--- src/rtl/ss_tr_16b.sv ---
// Source-select temporary register: a 5:1 mux of datapath values feeding a
// load-enabled register whose contents drive the downstream operand paths.
module ss_tr_16b #(
    parameter int WIDTH = 16
) (
    input  logic             CLK,
    input  logic             reset,
    input  logic [WIDTH-1:0] a,
    input  logic [WIDTH-1:0] b,
    input  logic [WIDTH-1:0] c,
    input  logic [WIDTH-1:0] d,
    input  logic [WIDTH-1:0] e,
    input  logic             tr_write,
    input  logic [2:0]       tr_src,
    output logic [WIDTH-1:0] tr
);

    logic [WIDTH-1:0] sel;
    logic [WIDTH-1:0] tr_q;

    // Reserved selects resolve to zero so they can never load X into TR.
    always_comb begin
        sel = '0;
        case (tr_src)
            3'd0:    sel = a;
            3'd1:    sel = b;
            3'd2:    sel = c;
            3'd3:    sel = d;
            3'd4:    sel = e;
            default: sel = '0;
        endcase
    end

    always_ff @(posedge CLK or negedge reset) begin
        if (!reset) begin
            tr_q <= '0;
        end else if (tr_write) begin
            tr_q <= sel;
        end
    end

    assign tr = tr_q;

endmodule

--- config.mk ---
export PLATFORM = sky130hd
export DESIGN_NAME = ss_tr_16b
export DESIGN_NICKNAME = d
export VERILOG_FILES = /design/src/rtl/ss_tr_16b.sv
export SDC_FILE = /design/constraint.sdc
export NUM_CORES = 1
export LEC_CHECK = 0
export CAP_MARGIN = 20
export CELL_PAD_IN_SITES_DETAIL_PLACEMENT = 1
export CELL_PAD_IN_SITES_GLOBAL_PLACEMENT = 2
export CORE_UTILIZATION = 16
export CTS_BUF_LIST = sky130_fd_sc_hd__clkbuf_2
export DETAILED_ROUTE_END_ITERATION = 8
export GPL_ROUTABILITY_DRIVEN = 1
export PLACE_DENSITY_LB_ADDON = 0.1
export SYNTH_ARGS = -nofsm -noshare
export SYNTH_HDL_FRONTEND = slang
export SYNTH_SLANG_ARGS = --single-unit
export TNS_END_PERCENT = 20
--- constraint.sdc ---
create_clock -name CLK -period 0.8 [get_ports CLK]
set_clock_uncertainty 0.15 [all_clocks]
set_input_delay 0.08 -clock CLK [delete_from_list [all_inputs] [get_ports CLK]]
set_output_delay 0.08 -clock CLK [all_outputs]
set_load 0.01 [all_outputs]
==> results.sh <==
export IMPL_cp_data_required_time_ns=0.57
export IMPL_drt_total_wl_microns=5710
export IMPL_hold_viol=16
export IMPL_start_util_pct=16.8
export IMPL_syn_nets=232
export IMPL_violations="hold timing, setup timing"
export IMPL_ioPinCount=102
export IMPL_fp_row_count=32
export IMPL_ant_nets=0
export IMPL_ys_seq_area_share_pct=30.2
export IMPL_r2r_end="tr[3]$_DFFE_PN0P_"
export IMPL_via_per_inst=4.41
export IMPL_startpoint_type="flop"
export IMPL_drive_gt1_share_pct=31.4
export IMPL_largest_register_ffs=16
export IMPL_core_area_sq_um=7890
export IMPL_worst_pin_slew_ns=0.256
export IMPL_area_growth_pct=104
export IMPL_cp_top_family="flip-flops"
export IMPL_cts_max_level=1
export IMPL_grt_pass1_wl_microns=8940
export IMPL_crit_slowest_cell="dfrtp_1"
export IMPL_wire_per_inst_microns=15.9
export IMPL_cap_violations=0
export IMPL_fillCellCount=880
export IMPL_die_h_microns=93
export IMPL_drtPass1Iterations=4
export IMPL_p_leak_uw=0.00102
export IMPL_num_antenna_cells=0
export IMPL_crit_chain="buf_6"
export IMPL_fin_ws_ns=-0.291
export IMPL_cp_arrival_ns=0.86
export IMPL_report_final_slew_viol_count=0
export IMPL_antenna_found_initial=0
export IMPL_max_freq_ghz=0.916
export IMPL_setup_viol=32
export IMPL_grt_overflow_total=0
export IMPL_syn_area_sq_um=1330
export IMPL_drt_initial_drc_count=21
export IMPL_yosysUniqueCellTypes=18
export IMPL_max_slew_margin_pct=82.7
export IMPL_grt_usage_pct=13.5
export IMPL_portBuffers=101
export IMPL_rsz0062_at_grt="true"
export IMPL_hold_slack_ns=-0.0792
export IMPL_grt_max_degree=33
export IMPL_power_uw=2620
export IMPL_clkLatencyLatePin_ns=0.30
export IMPL_power_density_nw_per_um2=970
export IMPL_drc=0
export IMPL_endpoint="tr[7]"
export IMPL_numClockSinks=16
export IMPL_crit_cells=1
export IMPL_fin_crit_ns=1.09
export IMPL_netlist_instances=146
export IMPL_dieArea_sq_um=8650
export IMPL_reg2regPathDepth=4
export IMPL_cp_slowest_stage_delay_ns=0.43
export IMPL_critPathBufInv=1
export IMPL_synth_warnings=0
export IMPL_ff2ff_setup_slack_ns=-0.20
export IMPL_clockRootBuffer="clkbuf_2"
export IMPL_vdd_drop_max_v=0.000413
export IMPL_nets=345
export IMPL_dieWidth_microns=93
export IMPL_r2r_start="tr[3]$_DFFE_PN0P_"
export IMPL_endpoint_kind="output port"
export IMPL_fin_crit_sh_pct=136
export IMPL_grt_pass1_vias=1710
export IMPL_place_detailed_hpwl_microns=4520
export IMPL_cts_tree="yes"
export IMPL_fin_setup_tns_ns=-6.79
export IMPL_ys_ff_latch=16
export IMPL_cts_buffer_depth=2
export IMPL_syn_mean_instance_area_sq_um=9.08
export IMPL_vias=1587
export IMPL_cts_buffers=3
export IMPL_crit_start="tr[7]$_DFFE_PN0P_"
export IMPL_clk_pin_slew_ns=0.17
export IMPL_status="finished with violations"
export IMPL_pre_cts_ws_ns=-0.855
export IMPL_critPathKind="reg -> out"
export IMPL_hold_path_class="in -> async"
export IMPL_gp_congestion=0.703
export IMPL_crit_fanout=2
==> final cells by class <==
type	count	area (sq um)	area share, %
clock buffers	3	15.0	0.556
repair buffers	124	1220	45.3
multi-input cells	114	930	34.4
clock inverters	1	3.75	0.139
well taps	102	128	4.72
flip-flops and latches	16	400	14.8
==> power by group <==
part           internal [uW]  leakage, uW  switching, uW
combinational            822     0.000812            464
sequential               901     0.000189           59.5
clock                    109    0.0000140            264
==> Yosys cell counts <==
cell	n	area [sq um]
clkbuf_2	1	5.00
mux2_2	16	180
buf_6	1	11.3
mux2i_1	1	10.0
a21oi_1	1	5.00
a21o_1	15	113
nor2b_1	1	6.26
clkbuf_1	9	33.8
dfrtp_1	16	400
or3_1	1	6.26
buf_4	2	15.0
nor3_4	1	16.3
a31oi_1	16	100
buf_2	3	15.0
nand3b_1	30	225
a22oi_1	15	113
nor4bb_1	1	10.0
nor2_1	16	60.1
==> per-stage QoR <==
stage	cell area, sq um	utilization [%]	hold slack, ns	cells
final	2700	34.2	-0.0792	360
after CTS	2670	33.8	-0.101	360
after detailed placement	2620	33.2	0.270	351
after floorplan	1400	-	-0.366	146
after global placement	2620	33.2	0.261	351
after global routing	2700	34.2	-0.108	360
==> cell families (layout without fill, tap and decap cells) <==
| group | after synthesis | in the layout | share of synthesized area [%] |
|---|---|---|---|
| mux | 17 | 17 | 14.4 |
| buf+inv | 16 | 128 | 6.04 |
| simple gates | 50 | 50 | 24.5 |
| flops | 16 | 16 | 30.2 |
| compound gates | 47 | 47 | 24.9 |
==> metal layers <==
metal  vias to the layer above  track usage [%]  routed length, microns
li1                        778                -                       -
met4                         0             1.92                      30
met5                         -                0                       0
met1                       741             15.3                    2360
met2                        66             25.9                    2930
met3                         2             3.09                     392
==> how the worst min path moves through the flow <==
| stage | endpoint | slack [ns] |
|---|---|---|
| after floorplan | tr[0]$_DFFE_PN0P_ | -0.37 |
| after global placement | tr[6]$_DFFE_PN0P_ | 0.26 |
| after detailed placement | tr[1]$_DFFE_PN0P_ | 0.27 |
| after CTS | tr[8]$_DFFE_PN0P_ | -0.10 |
| after global routing | tr[6]$_DFFE_PN0P_ | -0.11 |
| final | tr[6]$_DFFE_PN0P_ | -0.08 |
==> cell usage in the layout (no fill, tap or decap), drive strengths merged <==
cell type	n
or3	1
nor2b	1
mux2	16
dfrtp	16
a21o	15
clkbuf	3
nor3	1
dlymetal6s2s	1
a22oi	15
a31oi	16
clkinv	1
a21oi	1
clkdlybuf4s15	2
mux2i	1
nor2	16
nand3b	30
clkdlybuf4s50	81
buf	40
nor4bb	1
==> what timing repair did <==
item	CTS	global route
endpoints found under the hold margin	16	16
buffers inserted	5	0
pin swaps	15	8
gates cloned	0	0
setup endpoints to repair	32	32
gates resized for setup	85	8
Power figures use the tool's default switching activity.
